File: src/rtl/des_pkg.sv
// DES key-schedule constants and helpers.
// - PC1 / PC2: FIPS 46-3 permutation tables, 1-based bit numbers.
// - SHIFT_ENC / SHIFT_DEC: per-round rotation amounts.
// - half_t (28-bit C or D half) and subkey_t (48-bit round key).
// - rot(): rotates one 28-bit half left or right by 0..2.
// Bus index 0 is FIPS bit 1.
package des_pkg;

    typedef logic [27:0] half_t;
    typedef logic [47:0] subkey_t;

    typedef enum logic {
        IDLE   = 1'b0,
        ACTIVE = 1'b1
    } state_t;

    localparam int PC1 [56] = '{
        57, 49, 41, 33, 25, 17,  9,
         1, 58, 50, 42, 34, 26, 18,
        10,  2, 59, 51, 43, 35, 27,
        19, 11,  3, 60, 52, 44, 36,
        63, 55, 47, 39, 31, 23, 15,
         7, 62, 54, 46, 38, 30, 22,
        14,  6, 61, 53, 45, 37, 29,
        21, 13,  5, 28, 20, 12,  4
    };

    localparam int PC2 [48] = '{
        14, 17, 11, 24,  1,  5,
         3, 28, 15,  6, 21, 10,
        23, 19, 12,  4, 26,  8,
        16,  7, 27, 20, 13,  2,
        41, 52, 31, 37, 47, 55,
        30, 40, 51, 45, 33, 48,
        44, 49, 39, 56, 34, 53,
        46, 42, 50, 36, 29, 32
    };

    localparam logic [1:0] SHIFT_ENC [16] = '{
        2'd1, 2'd1, 2'd2, 2'd2, 2'd2, 2'd2, 2'd2, 2'd2,
        2'd1, 2'd2, 2'd2, 2'd2, 2'd2, 2'd2, 2'd2, 2'd1
    };

    // Decrypt starts with 0: the full encrypt rotation total of 28 brings
    // C/D back to C0/D0, which is exactly what K16 needs.
    localparam logic [1:0] SHIFT_DEC [16] = '{
        2'd0, 2'd1, 2'd2, 2'd2, 2'd2, 2'd2, 2'd2, 2'd2,
        2'd1, 2'd2, 2'd2, 2'd2, 2'd2, 2'd2, 2'd2, 2'd1
    };

    // Because index 0 is bit 1, a FIPS "left" rotation moves data toward
    // lower indices (x_next[i] = x[i+k]).
    function automatic half_t rot(input half_t x, input logic [1:0] amt,
                                  input logic right);
        half_t r;
        r = x;
        case (amt)
            2'd1:    r = right ? {x[26:0], x[27]}    : {x[0],    x[27:1]};
            2'd2:    r = right ? {x[25:0], x[27:26]} : {x[1:0],  x[27:2]};
            default: r = x;
        endcase
        return r;
    endfunction

endpackage

File: src/rtl/des_pc2.sv
// PC-2 compression permutation: 56-bit C/D to 48-bit subkey.
// - cd: {D, C}, so cd[0] is C bit 1 and cd[28] is D bit 1.
// - subkey: subkey[0] is subkey bit 1.
// This block is wiring only, with no gates.
module des_pc2
    import des_pkg::*;
(
    input  logic [55:0] cd,
    output subkey_t     subkey
);

    generate
        for (genvar gi = 0; gi < 48; gi++) begin : g_pc2
            assign subkey[gi] = cd[PC2[gi] - 1];
        end
    endgenerate

endmodule

File: src/rtl/des_key_schedule.sv
// Sequential DES round-key generator.
// - start (sampled in IDLE) loads PC-1(key) into C/D and latches decrypt.
// - One subkey is presented per valid/ready handshake.
//   - Encrypt order: K1..K16 with left rotations.
//   - Decrypt order: K16..K1 with right rotations.
// - round counts 0..15 in issue order.
// - busy is high while presenting.
// - done pulses for one cycle after the 16th handshake.
// - subkey is PC-2 of the C/D registers.
module des_key_schedule
    import des_pkg::*;
(
    input  logic        clk,
    input  logic        rst,
    input  logic        start,
    input  logic        decrypt,
    input  logic [63:0] key,
    input  logic        subkey_ready,
    output logic        subkey_valid,
    output logic [47:0] subkey,
    output logic [3:0]  round,
    output logic        busy,
    output logic        done
);

    state_t      state_reg, state_next;
    half_t       c_reg, c_next, d_reg, d_next;
    logic [3:0]  round_reg, round_next;
    logic        dir_reg, dir_next;
    logic        done_reg, done_next;

    half_t       pc1_c, pc1_d;
    logic [3:0]  round_inc;
    logic [1:0]  amt_adv;
    logic [1:0]  amt_load;

    // PC-1 at load. Parity bits are simply never selected.
    generate
        for (genvar gi = 0; gi < 28; gi++) begin : g_pc1
            assign pc1_c[gi] = key[PC1[gi] - 1];
            assign pc1_d[gi] = key[PC1[28 + gi] - 1];
        end
    endgenerate

    assign round_inc = round_reg + 4'd1;
    assign amt_adv   = dir_reg ? SHIFT_DEC[round_inc] : SHIFT_ENC[round_inc];
    assign amt_load  = decrypt ? SHIFT_DEC[0] : SHIFT_ENC[0];

    always_comb begin
        state_next = state_reg;
        c_next     = c_reg;
        d_next     = d_reg;
        round_next = round_reg;
        dir_next   = dir_reg;
        done_next  = 1'b0;
        case (state_reg)
            IDLE: begin
                if (start) begin
                    c_next     = rot(pc1_c, amt_load, decrypt);
                    d_next     = rot(pc1_d, amt_load, decrypt);
                    dir_next   = decrypt;
                    round_next = 4'd0;
                    state_next = ACTIVE;
                end
            end
            ACTIVE: begin
                if (subkey_ready) begin
                    if (round_reg == 4'd15) begin
                        state_next = IDLE;
                        done_next  = 1'b1;
                        round_next = 4'd0;
                    end else begin
                        c_next     = rot(c_reg, amt_adv, dir_reg);
                        d_next     = rot(d_reg, amt_adv, dir_reg);
                        round_next = round_inc;
                    end
                end
            end
            default: state_next = IDLE;
        endcase
    end

    always_ff @(posedge clk) begin
        if (rst) begin
            state_reg <= IDLE;
            c_reg     <= '0;
            d_reg     <= '0;
            round_reg <= 4'd0;
            dir_reg   <= 1'b0;
            done_reg  <= 1'b0;
        end else begin
            state_reg <= state_next;
            c_reg     <= c_next;
            d_reg     <= d_next;
            round_reg <= round_next;
            dir_reg   <= dir_next;
            done_reg  <= done_next;
        end
    end

    des_pc2 u_pc2 (
        .cd     ({d_reg, c_reg}),
        .subkey (subkey)
    );

    assign subkey_valid = (state_reg == ACTIVE);
    assign busy         = (state_reg == ACTIVE);
    assign round        = round_reg;
    assign done         = done_reg;

endmodule
File: config.mk
export PLATFORM = sky130hd
export DESIGN_NAME = des_key_schedule
export DESIGN_NICKNAME = d
export VERILOG_FILES = /design/src/rtl/des_pkg.sv /design/src/rtl/des_pc2.sv /design/src/rtl/des_key_schedule.sv
export SDC_FILE = /design/constraint.sdc
export NUM_CORES = 1
export LEC_CHECK = 0
export BUFFER_PORTS_ARGS = -buffer_cell sky130_fd_sc_hd__buf_4
export CORE_MARGIN = 4
export CORE_UTILIZATION = 50
export CTS_CLUSTER_SIZE = 16
export DETAILED_ROUTE_END_ITERATION = 7
export PLACE_DENSITY = 0.74
export SETUP_SLACK_MARGIN = 0.3
export SLEW_MARGIN = 15
export SYNTH_ARGS = -nofsm -noshare
export SYNTH_HDL_FRONTEND = slang
export SYNTH_HIERARCHICAL = 1
export SYNTH_SLANG_ARGS = --single-unit
export TNS_END_PERCENT = 50
File: constraint.sdc
create_clock -name clk -period 2.7 [get_ports clk]
set_clock_uncertainty 0.05 [all_clocks]
set_input_delay 0.405 -clock clk [delete_from_list [all_inputs] [get_ports clk]]
set_output_delay 0.405 -clock clk [all_outputs]
set_load 0.05 [all_outputs]
==> impl_metrics.ini, run 1 <==
[status]
outcome = finished, final reports clean

[worst_setup_path]
worst_setup_path_end_kind = flip-flop
max_stage_delay_ps = 410
rr_endpoint = d_reg[4]
startpoint_type = flip-flop
cpMaxStageDelayCell = dfxtp_4
cp_cell_sequence = ha_4 > buf_4 > nor2_2 > a21oi_1 > o2111ai_2 > o211ai_1 > buf_4 > buf_12 > a211oi_1 > o41ai_4
arrival_ps = 2530
r2r-start = round[1]
reg2reg_slack_ps = 350
ff2ff_path_depth = 10
crit_required_ps = 2880
crit_fanout = 28
crit_top_cell = buf_4
path_class = flip-flop to flip-flop

[place]
io_buffers = 115
dp_cells = 862
hpwl_um = 9850
gp_congestion = 0.855

[layout]
nets = 819
drive_gt1_share_pct = 31.5
fin_cells = 889
antenna_cells = 0
syn2layout_area_growth_pct = 21.3

[cts]
cts_buffer_depth = 2
numCtsBuffers = 9
insertion_delay_ps = 350
cts_tree = built
clk_pin_slew_ps = 70
cts_sinks = 63
root_buffer = clkbuf_8
htree_levels = 3
hold_buffers = 0

[synth]
ys_seq_elements = 63
ys.flop_type = dfxtp_1
ys_top_cells_by_count = nand2_1 (95), a211oi_1 (89), nor2b_1 (73)
syn_avg_cell_area_um2 = 7.92
syn_area_mm2 = 0.00560
async_reset_ff_share_pct = 0
synth_top_area_share_pct = 22.5
yosysMostFrequentCell = nand2_1
synth_edf_count = 0
ys_types = 47
ys_seq_area_share_pct = 22.5
synth_cells = 707
yosysWarnings = 6
synth_top_area_cell = dfxtp_1
synthesis.nets = 781
synth_area_leaders = dfxtp_1 (23%), o41ai_2 (15%), a211oi_1 (12%), nor2b_1 (8.2%), buf_4 (7.0%)

[job]
maxCapViolCount = 0

[sta]
setup_tns_ps = 0
maxSlewViolCount = 0
fmax_ghz = 0.426
hold_viol_final = 0
whs_ps = 257
fin_crit_sh_pct = 86.9
max_slew.worst_pin.slew_ps = 941
slew_headroom_pct = 37.3
rsz0062_at_grt = yes
finalSetupViolations = 0
period_needed_ps = 2350

[drt]
drt_pass1_iterations = 5
wl_per_cell_um = 18.3
route.detailed.drc = 0
ant_nets = 0
wl_um = 16200
dr.first_iter.drc_count = 497
vias = 5445
viasPerCell = 6.12

[pwr]
vdd.ir_drop.worst_mv = 0.280
p_int_mw = 2.03
comb_power_share_pct = 37.1
pwr-share-seq_pct = 34.0
p_leak_nw = 2.76
p_sw_share_pct = 38.1
powerDensity_mw_per_mm2 = 484
switching_power_mw = 1.25
clkPwrFrac_pct = 28.8

[hold_path]
holdPathStages = 2
holdCritPathClass = input port to flip-flop
hold_end = round[1]
hp-start = rst

[global_routing]
grt_overflow = 0
antenna_found_initial = 0
grt_pass1_wl_um = 25100
grt_pass1_vias = 5058
grt_max_degree = 93
grt_use_total_pct = 23.4

[floorplan]
num_rows = 38
core_mm2 = 0.0109
die_y_um = 114
die_w_um = 114
start_util_pct = 51.4
ios = 124
dieArea_mm2 = 0.0130
==> power by group through the flow <==
stage	Sequential [mW]	Clock [mW]	Combinational (mW)
after global placement	1.13	0	1.09
after floorplan	1.11	0	0.897
after detailed placement	1.14	0	1.11
after CTS	1.12	0.961	1.15
final	1.12	0.948	1.22
after global routing	1.13	0.995	1.30
==> per-stage QoR <==
stage               setup slack (ps)  power (mW)  cell area, µm²  util, %
global route                     234        3.43            6790     62.4
CTS                              303        3.23            6500     59.7
detailed placement               108        2.24            6130     56.3
global placement                 220        2.22            6130     56.3
finish                           353        3.29            6790     62.4
floorplan                        358        2.01            5610        -
==> layout make-up <==
cell class                      instances  area, µm²
Clock buffer                           13        190
Clock inverter                          2       35.0
Fill cell                             937       4100
Inverter                               21       78.8
Multi-Input combinational cell        508       3790
Sequential cell                        63       1270
Tap cell                              140        175
Timing Repair Buffer                  142       1240
==> worst max-delay path by stage <==
| stage | startpoint | to | depth (start not counted) |
|---|---|---|---|
| 5_1_grt | round[0] | c_reg[17] | 9 |
| 4_1_cts | round[1] | d_reg[13] | 8 |
| 2_1_floorplan | busy | d_reg[13] | 9 |
| 3_3_place_gp | round[1] | c_reg[22] | 8 |
| 3_5_place_dp | round[1] | c_reg[17] | 9 |
| 6_report | round[1] | d_reg[4] | 10 |
==> routing by layer <==
metal	vias up	part of all wire, %	track usage (%)	wire (µm)
met2	210	48	38.8	7840
met3	19	6.5	4.67	1060
met5	-	0	0	0
met4	0	1.2	6.41	194
li1	2621	-	-	-
met1	2595	44	31.0	7150
==> kinds of logic (layout without fill, tap and decap cells) <==
logic type      count (synthesis)  after routing  synth area share, %
mux                             2              2                0.357
buf+inv                       136            178                 13.8
compound gates                203            203                 33.9
flops                          63             63                 22.5
xor+xnor                        3              3                0.469
fa+ha+maj                       5              5                 1.12
simple gates                  295            295                 27.8
==> worst max-delay path, delay by kind of cell, from the launching register on <==
kind | cells | cell delay [ps]
buffers and inverters | 3 | 490
AO/OA/AOI/OAI | 5 | 900
AND/OR/NAND/NOR | 1 | 150
adder cells (fa/ha/maj) | 1 | 200
flip-flops | 1 | 410
==> what timing repair did <==
action,CTS,global route
gates cloned,2,4
endpoints found under the setup margin,56,56
pin swaps,2,5
resized for setup,13,25
setup buffers,4,2
endpoints found under the hold margin,0,0
==> cell usage in the layout, fill, tap and decap left out, types with 20 or more instances in the layout <==
cell	n
and3_1	39
nor3_1	30
a211oi_1	88
nor2b_1	73
dfxtp_1	59
nand2_1	95
o41ai_2	48
buf_4	130
inv_1	20
nand2b_1	23
a21oi_1	25
No activity file was read; power rests on OpenSTA's default activity.
==> run 2: changes to the inputs <==
Settings changed: CORE_UTILIZATION 50 to 40, PLACE_DENSITY 0.74 to unset.
==> impl_metrics.ini, run 2 (synthesized netlist as in run 1, its figures left out) <==
[pwr]
p_int_mw = 2.27
pwr-share-seq_pct = 31.4
vdd.ir_drop.worst_mv = 0.274
clkPwrFrac_pct = 34.4
powerDensity_mw_per_mm2 = 516
comb_power_share_pct = 34.2
switching_power_mw = 1.29
p_sw_share_pct = 36.2
p_leak_nw = 2.81

[cts]
cts_buffer_depth = 2
root_buffer = clkbuf_16
cts_sinks = 63
htree_levels = 3
clk_pin_slew_ps = 50
insertion_delay_ps = 330
cts_tree = built
hold_buffers = 0
numCtsBuffers = 9

[sta]
fmax_ghz = 0.426
fin_crit_sh_pct = 86.9
rsz0062_at_grt = no
maxSlewViolCount = 0
slew_headroom_pct = 33.4
setup_tns_ps = 0
finalSetupViolations = 0
whs_ps = 302
hold_viol_final = 0
period_needed_ps = 2350
max_slew.worst_pin.slew_ps = 999

[layout]
fin_cells = 934
utilization_pct = 51.3
drive_gt1_share_pct = 32.3
syn2layout_area_growth_pct = 23.3
final_cell_mix = buf_4 (132), nand2_1 (95), a211oi_1 (88), nor2b_1 (73), dfxtp_1 (58)
finish.instance_area_mm2 = 0.00691
n_fill_cell = 1317
nets = 827
mostFrequentLayoutCell = buf_4
antenna_cells = 0

[floorplan]
dieArea_mm2 = 0.0160
ios = 124
die_y_um = 126
core_mm2 = 0.0135
die_w_um = 126
num_rows = 42
start_util_pct = 41.6

[place]
placed_cell_area_mm2 = 0.00623
dp_cells = 901
io_buffers = 115
hpwl_um = 10400
gp_congestion = 0.893

[hold_path]
holdCritPathClass = input port to flip-flop

[global_routing]
grt_max_degree = 131
grt_pass1_wl_um = 26100
grt_overflow = 0
grt_use_total_pct = 19.5
grt_pass1_vias = 5218
antenna_found_initial = 0

[worst_setup_path]
max_stage_delay_ps = 550
path_class = flip-flop to flip-flop
startpoint_type = flip-flop
arrival_ps = 2530
crit_top_cell = buf_12
crit_required_ps = 2890
cpMaxStageDelayCell = or4_4
crit_fanout = 8
cp_cell_sequence = buf_12 > ha_4 > and2_1 > a21oi_2 > or4_4 > a31oi_4 > buf_12 > clkbuf_16 > nand2_1 > o41ai_4
worst_setup_path_end_kind = flip-flop

[drt]
ant_nets = 0
wl_per_cell_um = 17.9
vias = 5396
dr.first_iter.drc_count = 506
drt_pass1_iterations = 5
route.detailed.drc = 0
wl_um = 16700
viasPerCell = 5.78

[job]
maxCapViolCount = 0

[status]
outcome = finished, final reports clean
## run 2: changes by cell type in the layout (fill, tap and decap cells not counted), moves of 3 or more
cell | previous run | this run
buf_12 | 5 | 10
o41ai_4 | 7 | 3
buf_16 | 3 | 0
clkbuf_16 | 4 | 12
clkbuf_8 | 12 | 3
buf_6 | 1 | 4
o41ai_2 | 48 | 51
## run 2: per-layer routing
layer	GRT usage, %	part of all wire, %	wire length (µm)	vias up
met5	0	0	0	-
met1	24.9	43	7240	2531
met2	32.6	49	8160	196
met4	7.19	1.8	297	0
met3	4.04	6.0	1000	20
li1	-	-	-	2649
## run 2: cell type report
class | count | area (µm²) | area share (%)
flip-flops and latches | 63 | 1270 | 18.5
repair buffers | 149 | 1310 | 19.0
multi-input cells | 509 | 3710 | 53.7
well taps | 176 | 220 | 3.19
clock buffers | 13 | 270 | 3.91
clock inverters | 3 | 40.0 | 0.580
inverters | 21 | 78.8 | 1.14
## run 2: timing repair
item,4_1_cts,5_1_grt
endpoints found under the setup margin,50,56
resized for setup,3,29
pin swaps,5,5
cloned,2,6
buffers inserted,6,3
## run 2: worst max-delay path: cells and delay by family (launching register included)
kind | cells | cell delay, ps
AND/OR/NAND/NOR | 3 | 790
buffers and inverters | 3 | 420
flip-flops | 1 | 400
AO/OA/AOI/OAI | 3 | 390
adder cells (fa/ha/maj) | 1 | 180
## run 2: per-stage QoR
stage | total power [mW] | setup WS, ps
global route | 3.72 | 279
floorplan | 2.01 | 358
global placement | 2.25 | 205
CTS | 3.52 | 271
detailed placement | 2.26 | 137
finish | 3.56 | 355
## run 2: path summary, 6_finish.rpt
path                               start        end  slack (ps)  cells past startpoint
worst max-delay path            round[0]  c_reg[17]         350                     10
worst min-delay path                 rst    dir_reg         300                      2
worst max register to register  round[0]  c_reg[17]         350                     10
worst min register to register  d_reg[6]   d_reg[6]         440                      2
## run 2: power by group through the flow
stage	Combinational, mW	Sequential, mW	Clock, mW
after detailed placement	1.13	1.14	0
after CTS	1.15	1.12	1.25
after global placement	1.11	1.13	0
final	1.22	1.12	1.23
after floorplan	0.897	1.11	0
after global routing	1.30	1.13	1.29
